[src/rtl/fft_result_reader.sv]
// fft_result_reader: sweeps the four FFT result banks in point order
// and presents the real-part words as a valid/ready stream.
module fft_result_reader #(
  parameter int DATA_W     = 16,
  parameter int ADDR_W     = 9,
  parameter int RD_LAT     = 2,
  parameter int FIFO_DEPTH = 4
) (
  input  logic              iCLK,
  input  logic              iRESET,
  input  logic              iSTART,
  output logic [ADDR_W-1:0] oADDR_RD_0,
  output logic [ADDR_W-1:0] oADDR_RD_1,
  output logic [ADDR_W-1:0] oADDR_RD_2,
  output logic [ADDR_W-1:0] oADDR_RD_3,
  input  logic [DATA_W-1:0] iDATA_RE_0,
  input  logic [DATA_W-1:0] iDATA_RE_1,
  input  logic [DATA_W-1:0] iDATA_RE_2,
  input  logic [DATA_W-1:0] iDATA_RE_3,
  output logic [DATA_W-1:0] oDATA,
  output logic [ADDR_W+1:0] oINDEX,
  output logic              oVALID,
  input  logic              iREADY,
  output logic              oLAST,
  output logic              oBUSY,
  output logic              oDONE
);

  localparam int N_W = ADDR_W + 2;
  localparam int PW  = $clog2(FIFO_DEPTH);
  localparam int CW  = PW + 1;
  localparam logic [N_W-1:0] N_LAST = '1;

  typedef enum logic [1:0] {
    IDLE,
    READ,
    DRAIN,
    DONE
  } state_t;

  state_t state, state_nxt;

  logic [N_W-1:0]    rd_n;
  logic [CW-1:0]     cnt;
  logic              issue;
  logic              push;
  logic              pop;
  logic              empty;
  logic [RD_LAT-1:0] pv;
  logic [N_W-1:0]    pidx [RD_LAT];
  logic [N_W-1:0]    tail_idx;
  logic [DATA_W-1:0] bank_d;
  logic [DATA_W-1:0] mem_d [FIFO_DEPTH];
  logic [N_W-1:0]    mem_i [FIFO_DEPTH];
  logic [CW-1:0]     wr_ptr;
  logic [CW-1:0]     rd_ptr;
  logic [DATA_W-1:0] head_d;
  logic [N_W-1:0]    head_i;

  // cnt covers reads in flight plus FIFO entries, so a free
  // credit always means a free FIFO slot when the data lands
  assign issue    = (state == READ) && (cnt < CW'(FIFO_DEPTH));
  assign empty    = (wr_ptr == rd_ptr);
  assign pop      = !empty && iREADY;
  assign push     = pv[RD_LAT-1];
  assign tail_idx = pidx[RD_LAT-1];
  assign head_d   = mem_d[rd_ptr[PW-1:0]];
  assign head_i   = mem_i[rd_ptr[PW-1:0]];

  assign oADDR_RD_0 = rd_n[ADDR_W-1:0];
  assign oADDR_RD_1 = rd_n[ADDR_W-1:0];
  assign oADDR_RD_2 = rd_n[ADDR_W-1:0];
  assign oADDR_RD_3 = rd_n[ADDR_W-1:0];

  assign oVALID = !empty;
  assign oDATA  = empty ? '0 : head_d;
  assign oINDEX = empty ? '0 : head_i;
  assign oLAST  = !empty && (head_i == N_LAST);
  assign oBUSY  = (state != IDLE);
  assign oDONE  = (state == DONE);

  // state register
  always_ff @(posedge iCLK or posedge iRESET) begin
    if (iRESET) state <= IDLE;
    else        state <= state_nxt;
  end

  // next state; DRAIN ends as the final entry leaves the FIFO
  always_comb begin
    state_nxt = state;
    unique case (state)
      IDLE:    if (iSTART) state_nxt = READ;
      READ:    if (issue && rd_n == N_LAST) state_nxt = DRAIN;
      DRAIN:   if (cnt == CW'(pop)) state_nxt = DONE;
      DONE:    state_nxt = IDLE;
      default: state_nxt = IDLE;
    endcase
  end

  // issue counter, held at the last point so it never wraps
  always_ff @(posedge iCLK or posedge iRESET) begin
    if (iRESET) begin
      rd_n <= '0;
    end else if (state == IDLE && iSTART) begin
      rd_n <= '0;
    end else if (issue && rd_n != N_LAST) begin
      rd_n <= rd_n + 1'b1;
    end
  end

  // credit counter: +1 per issued read, -1 per popped beat
  always_ff @(posedge iCLK or posedge iRESET) begin
    if (iRESET) cnt <= '0;
    else        cnt <= cnt + CW'(issue) - CW'(pop);
  end

  // valid bits matching the RAM read latency
  always_ff @(posedge iCLK or posedge iRESET) begin
    if (iRESET) begin
      pv <= '0;
    end else begin
      pv[0] <= issue;
      for (int i = 1; i < RD_LAT; i++) pv[i] <= pv[i-1];
    end
  end

  // point index travelling alongside the valid bits
  always_ff @(posedge iCLK) begin
    pidx[0] <= rd_n;
    for (int i = 1; i < RD_LAT; i++) pidx[i] <= pidx[i-1];
  end

  // pick the bank addressed by the top two index bits
  always_comb begin
    bank_d = iDATA_RE_0;
    unique case (tail_idx[N_W-1:ADDR_W])
      2'd0:    bank_d = iDATA_RE_0;
      2'd1:    bank_d = iDATA_RE_1;
      2'd2:    bank_d = iDATA_RE_2;
      2'd3:    bank_d = iDATA_RE_3;
      default: bank_d = iDATA_RE_0;
    endcase
  end

  // FIFO storage
  always_ff @(posedge iCLK) begin
    if (push) begin
      mem_d[wr_ptr[PW-1:0]] <= bank_d;
      mem_i[wr_ptr[PW-1:0]] <= tail_idx;
    end
  end

  // FIFO pointers, cleared so a reset drops all queued beats
  always_ff @(posedge iCLK or posedge iRESET) begin
    if (iRESET) begin
      wr_ptr <= '0;
      rd_ptr <= '0;
    end else begin
      if (push) wr_ptr <= wr_ptr + 1'b1;
      if (pop)  rd_ptr <= rd_ptr + 1'b1;
    end
  end

endmodule
[config.mk]
export PLATFORM = sky130hd
export DESIGN_NAME = fft_result_reader
export DESIGN_NICKNAME = d
export VERILOG_FILES = /design/src/rtl/fft_result_reader.sv
export SDC_FILE = /design/constraint.sdc
export NUM_CORES = 1
export LEC_CHECK = 0
export ABC_AREA = 1
export BUFFER_PORTS_ARGS = -buffer_cell sky130_fd_sc_hd__buf_2
export CAP_MARGIN = 15
export CORE_ASPECT_RATIO = 0.9
export CORE_MARGIN = 10
export CORE_UTILIZATION = 59
export CTS_CLUSTER_DIAMETER = 80
export DETAILED_ROUTE_END_ITERATION = 10
export GPL_TIMING_DRIVEN = 0
export PLACE_DENSITY = 0.85
export SLEW_MARGIN = 20
export SYNTH_ARGS = -nofsm -noshare
export SYNTH_HDL_FRONTEND = slang
export SYNTH_SLANG_ARGS = --single-unit
[constraint.sdc]
create_clock -name iCLK -period 5.4 [get_ports iCLK]
set_input_delay 0.54 -clock iCLK [delete_from_list [all_inputs] [get_ports iCLK]]
set_output_delay 0.54 -clock iCLK [all_outputs]
set_load 0.005 [all_outputs]
==> impl_metrics.toml, run 1 <==
[status]
status = "finished clean"

[hold_path]
hold_class = "input port to asynchronous set/reset pin"

[synthesis]
yosysWarnings = 0
synth_seq_cells = 154
syn_area_per_cell_sq_um = 10.60
yosysUniqueCellTypes = 34
synth_nets = 718
yosysSeqAreaShare_pct = 63.53
netlist_area_sq_um = 6744
syn_inst = 636

[sta]
worst_slew_pin_slew_ns = 0.9069
grt_setup_unrepaired = "no"
setup_ws_ns = 2.493
period_minus_slack_ns = 2.907
setup_viol = 0
fmax_mhz = 344.0
relSlewSlack_pct = 39.47
drv_slew = 0
fin_setup_tns_ns = 0
hold_ws_ns = 0.3006
fin_skew_ns = 0.007259
fin_crit_sh_pct = 53.83
hold_violations = 0

[route]
wl_microns = 17090
vias = 5190
dr.pass1.iters = 5
vias_per_cell = 5.440
initialDrtViolationCount = 640
drc_errors = 0
ant_nets = 0
wire_per_inst_microns = 17.92

[placement]
port_buffers = 134
dpl_worst_slack_ns = 2.984
hpwl_microns = 11600
place_congestion = 0.8708

[clocking]
clockRootBuffer = "clkbuf_16"
clkTransAtPathRegs_ns = 0.06
cts_sinks = 154
holdBufCountCts = 0
cts_buffers = 17
cts_buffer_depth = 2
post-cts-setup-buffers = 0
ctsResizeCount = 0
insertion_delay_ns = 0.43
cts_tree = "yes"
htreeDepth = 4

[worst_setup_path]
crit_path_start_kind = "register"
arrival_ns = 2.37
worstPathMaxFanout = 10
worstSetupPathType = "register to output port"
critical_path_required_ns = 4.86
crit_path_end_kind = "output port"

[pwr]
power_leakage_nw = 3.549
peakVddDrop_mv = 0.3305
power.density_nw_per_um2 = 520.1

[layout]
drive_gt1_share_pct = 29.30
area_delta_synth_final_pct = 21.60
antenna_cells = 0
nNetsFinal = 871

[floorplanning]
start_util_pct = 61.36
num_io_pins = 135
die_w_microns = 132.7
num_rows = 36
dieArea_sq_um = 16110
die_y_microns = 121.4
core-area_sq_um = 10990

[global_routing]
grt_max_degree = 28
grt-ovfl-total = 0
grt_pass1_wl_microns = 26790
grt_pass1_vias = 5218
antenna_found_initial = 0
grt_usage_pct = 21.12

[job]
drv_cap = 0
-- cell usage in the layout (no fill, tap or decap), drive strengths merged --
cell      count
clkinvlp      1
buf         186
clkinv        9
dfrtp        24
o31ai         4
a21oi        25
bufinv        2
or2           1
nor3          4
o21ai        47
nand3        13
xor2          9
edfxtp      108
o22a          2
nand2       135
a32oi         4
xnor2         4
fa            1
dfxtp        22
nand4        19
clkbuf       27
ha           13
nor2         96
a32o          4
inv          42
-- where the power goes --
part / internal [W] / leakage (nW) / switching (W) / total [W]
Combinational: 0.000588 / 1.79 / 0.000941 / 0.00153
Clock: 0.000707 / 0.291 / 0.000469 / 0.00118
Sequential: 0.00146 / 1.47 / 0.000104 / 0.00156
-- final timing paths --
check                           start     endpoint  slack [ns]  depth (start not counted)
max                         rd_ptr[1]     oDATA[9]        2.49                          7
min                            iRESET     state[1]        0.30                          2
max reg2reg                 rd_ptr[1]       cnt[2]        2.93                         10
min reg2reg                pidx[0][2]  pidx[0][13]        0.33                          0
max in group asynchronous      iRESET     state[0]        4.54                          2
min in group iCLK          pidx[0][2]  pidx[0][13]        0.33                          0
-- flip-flops by register name, summed over array words and instances, names as in the netlist --
register / flops
mem_d: 64
state: 2
cnt: 3
wr_ptr: 3
rd_ptr: 3
rd_n: 11
mem_i: 44
pv: 2
pidx: 22
-- layout make-up --
class / count / area (sq um)
Sequential cell: 154 / 4284
Fill cell: 727 / 2790
Multi-Input combinational cell: 381 / 1903
Timing Repair Buffer: 134 / 670.6
Clock buffer: 19 / 452.9
Buffer: 60 / 397.9
Tap cell: 152 / 190.2
Inverter: 41 / 158.9
Clock inverter: 13 / 142.6
-- cell families (layout without fill, tap and decap cells) --
family | Yosys count | count (layout) | synth area share [%]
compound gates | 86 | 86 | 7.217
buf+inv | 101 | 267 | 8.256
xor+xnor | 13 | 13 | 1.688
fa+ha+maj | 14 | 14 | 2.709
flops | 154 | 154 | 63.53
simple gates | 268 | 268 | 16.60
-- cell usage after synthesis, drive strengths merged --
cell / number / area, sq um
a21oi: 25 / 128.9
a32o: 4 / 40.04
a32oi: 4 / 35.03
buf: 52 / 367.9
clkbuf: 8 / 30.03
clkinv: 1 / 8.760
dfrtp: 24 / 600.6
dfxtp: 22 / 440.4
edfxtp: 108 / 3243
fa: 1 / 20.02
ha: 13 / 162.7
inv: 40 / 150.1
nand2: 135 / 529.3
nand3: 13 / 75.07
nand4: 19 / 118.9
nor2: 96 / 370.4
nor3: 4 / 20.02
o21ai: 47 / 235.2
o22a: 2 / 17.52
o31ai: 4 / 30.03
or2: 1 / 6.260
xnor2: 4 / 35.03
xor2: 9 / 78.83
-- worst max-delay path, cell delays in order (launching register included) --
cell     delay (ns)
dfrtp_1        0.44
inv_2          0.19
buf_2          0.27
buf_1          0.53
nor2_1         0.09
o21ai_0        0.13
a21oi_1        0.12
buf_2          0.16
-- layer usage --
| metal | part of all wire, % | vias to the layer above | wire length (microns) | GRT usage (%) |
|---|---|---|---|---|
| met1 | 38 | 2493 | 6450 | 24.57 |
| met4 | 2.1 | 0 | 367 | 7.692 |
| met5 | 0 | - | 0 | 0 |
| met2 | 52 | 239 | 8901 | 36.91 |
| li1 | - | 2421 | - | - |
| met3 | 8.0 | 37 | 1374 | 5.712 |
-- per-stage QoR --
stage | util [%] | total power (W) | area [sq um] | std cells
global route | 74.61 | 0.004525 | 8200 | 954
global placement | 69.19 | 0.003005 | 7605 | 922
CTS | 74.61 | 0.004271 | 8200 | 954
detailed placement | 69.19 | 0.003084 | 7605 | 922
floorplan | - | 0.002489 | 6744 | 636
finish | 74.61 | 0.004265 | 8200 | 954
No activity file was read; power rests on OpenSTA's default activity.
==> inputs of run 2 (changes only) <==
- ABC_AREA: 1 -> 0
- CORE_UTILIZATION: 59 -> 55
- PLACE_DENSITY: 0.85 -> 0.8
- clock period: 5.4 -> 2.99 ns (I/O delays scaled with it)
==> run 2 against run 1 <==
  * Design area is 2.4% lower
  * Global-route usage fell by 4.8 points
  * Routed wire length fell by 22%
  * Combinational power rose by 52%
  * Critical path type unchanged
  * Largest cell class unchanged
==> impl_metrics.toml, run 2 <==
[pwr]
power.density_nw_per_um2 = 909.5
pwr-share-seq_pct = 39.1
pwr-share-comb_pct = 32.1
switching_share_pct = 31.08
power_leakage_nw = 3.290
clkPwrFrac_pct = 28.8
totalPowerFinal_w = 0.007279
p_int_w = 0.005017
peakVddDrop_mv = 0.5017
p_switching_w = 0.002262

[global_routing]
grt_pass1_vias = 3989
grt_pass1_wl_microns = 20950
grt_max_degree = 28
grt-ovfl-total = 0
grt_usage_pct = 16.36
antenna_found_initial = 0

[sta]
drv_slew = 0
fmax_mhz = 370.8
relSlewSlack_pct = 39.93
fin_crit_sh_pct = 90.21
fin_skew_ns = 0.009150
grt_setup_unrepaired = "no"
hold_violations = 0
fin_setup_tns_ns = 0
setup_viol = 0
period_minus_slack_ns = 2.697
worst_slew_pin_slew_ns = 0.9000
setup_ws_ns = 0.2928

[synthesis]
syn_area_per_cell_sq_um = 17.34
synth-main-ff-cell = "edfxtp_1"
synth_nets = 458
netlist_area_sq_um = 6521
yosysTopAreaCellShare_pct = 49.73
yosysSeqAreaShare_pct = 65.69
ys_async_sr_fraction_pct = 15.58
synth_seq_cells = 154
yosysTopAreaCell = "edfxtp_1"
syn_inst = 376
synth_area_leaders = "edfxtp_1, mux4_2, dfrtp_1"
yosysWarnings = 0
synth_common_cells = "edfxtp_1, mux4_2, buf_4, nor2b_1, dfrtp_1"
synth.most_common_cell = "edfxtp_1"
synth_edf_count = 108
yosysUniqueCellTypes = 40

[route]
dr.pass1.iters = 4
vias = 3728
drc_errors = 0
wl_microns = 13370
ant_nets = 0
vias_per_cell = 5.333
wire_per_inst_microns = 19.13
initialDrtViolationCount = 249

[layout]
drive_gt1_share_pct = 48.07
layout.cells.most_common = "buf_2"
mostFrequentLayoutCells = "buf_2, edfxtp_1, mux4_2"
utilization_pct = 69.43
nNetsFinal = 612
area_delta_synth_final_pct = 22.74
antenna_cells = 0
largest_reg_flops = 64

[clocking]
cts_sinks = 154
cts_buffers = 17
cts_buffer_depth = 2
post-cts-setup-buffers = 0
insertion_delay_ns = 0.42
holdBufCountCts = 0
clockRootBuffer = "clkbuf_16"
clkTransAtPathRegs_ns = 0.06
ctsResizeCount = 0
cts_tree = "yes"
htreeDepth = 4

[placement]
port_buffers = 134
place_congestion = 0.7405
dpl_worst_slack_ns = 0.6118
hpwl_microns = 9220

[worst_setup_path]
max_stage_delay_ns = 0.49
arrival_ns = 2.40
crit_path_start_kind = "register"
crit_top_cell = "buf_2"
worstPathCellList = "xor2_1 > nor3_1 > clkbuf_1 > buf_2 > nor2b_1 > buf_2"
critPathLaunch = "wr_ptr[0]"
r2r_cells = 9
crit_path_end_kind = "output port"
worstPathMaxFanout = 10
worstSetupPathType = "register to output port"
cp_slowest_cell = "clkbuf_1"
r2r_slack_ns = 0.59
critical_path_required_ns = 2.69
r2r-start = "wr_ptr[0]"
r2r_end = "cnt[2]"

[status]
status = "finished clean"

[floorplanning]
num_rows = 37
start_util_pct = 56.57
die_w_microns = 134.8
die_y_microns = 123.3
dieArea_sq_um = 16620
core-area_sq_um = 11530
num_io_pins = 135

[hold_path]
hold_class = "input port to asynchronous set/reset pin"

[job]
drv_cap = 0
run 2: cell count changes after synthesis, sizes merged, moves of 6 or more:
cell,before,now
nor2b,0,29
buf,52,46
nand2,135,3
nand3,13,4
nor2,96,12
nand4,19,8
a21oi,25,1
o21ai,47,1
inv,40,12
mux4,0,43
run 2: how the worst max path moves through the flow:
| stage | endpoint |
|---|---|
| 6_report | oDATA[14] |
| 5_1_grt | oDATA[14] |
| 4_1_cts | oDATA[14] |
| 3_5_place_dp | cnt[2] |
| 3_3_place_gp | cnt[2] |
| 2_1_floorplan | cnt[2] |
run 2: critical path: cells and delay by family, from the launching register on:
family | cells | cell delay, ns
buffers and inverters | 3 | 0.99
xor gates and xnor gates | 1 | 0.20
DFF | 1 | 0.45
and+or+nand+nor | 2 | 0.35
run 2: power by group through the flow:
stage                     registers [W]  clock network, W  logic [W]
after floorplan                 0.00282                 0    0.00154
after global placement          0.00287                 0    0.00230
after detailed placement        0.00289                 0    0.00238
after CTS                       0.00285           0.00211    0.00240
after global routing            0.00289           0.00221    0.00260
final                           0.00285           0.00210    0.00233
run 2: cell families (layout without fill, tap and decap cells):
logic type	count (synthesis)	after routing	share of synthesized area [%]
flip-flops	154	154	65.69
AND/OR/NAND/NOR	73	73	6.562
buffers and inverters	62	229	5.890
multiplexers	46	46	15.41
XOR/XNOR	18	18	2.417
adder cells (fa/ha/maj)	14	14	2.801
AO/OA/AOI/OAI	9	9	1.228
run 2: layout make-up:
type | instances | area, sq um
Buffer | 50 | 339.1
Fill cell | 719 | 3523
Sequential cell | 154 | 4284
Multi-Input combinational cell | 160 | 1858
Clock buffer | 18 | 429.2
Tap cell | 156 | 195.2
Clock inverter | 14 | 155.1
Timing Repair Buffer | 135 | 698.2
Inverter | 12 | 45.04
run 2: metal layers:
metal	GRT usage, %	wire length, microns	up-vias
met4	4.755	102	0
met2	27.82	7119	135
met5	0	0	-
li1	-	-	1706
met3	5.758	904	9
met1	19.39	5243	1878
run 2: through the flow:
stage                     std cells  area [sq um]  hold slack (ns)
final                           699          8004          0.07132
after CTS                       699          8004           0.1024
after detailed placement        667          7420           0.3121
after global routing            699          8004           0.1353
after floorplan                 376          6521           0.3096
after global placement          666          7387           0.3114
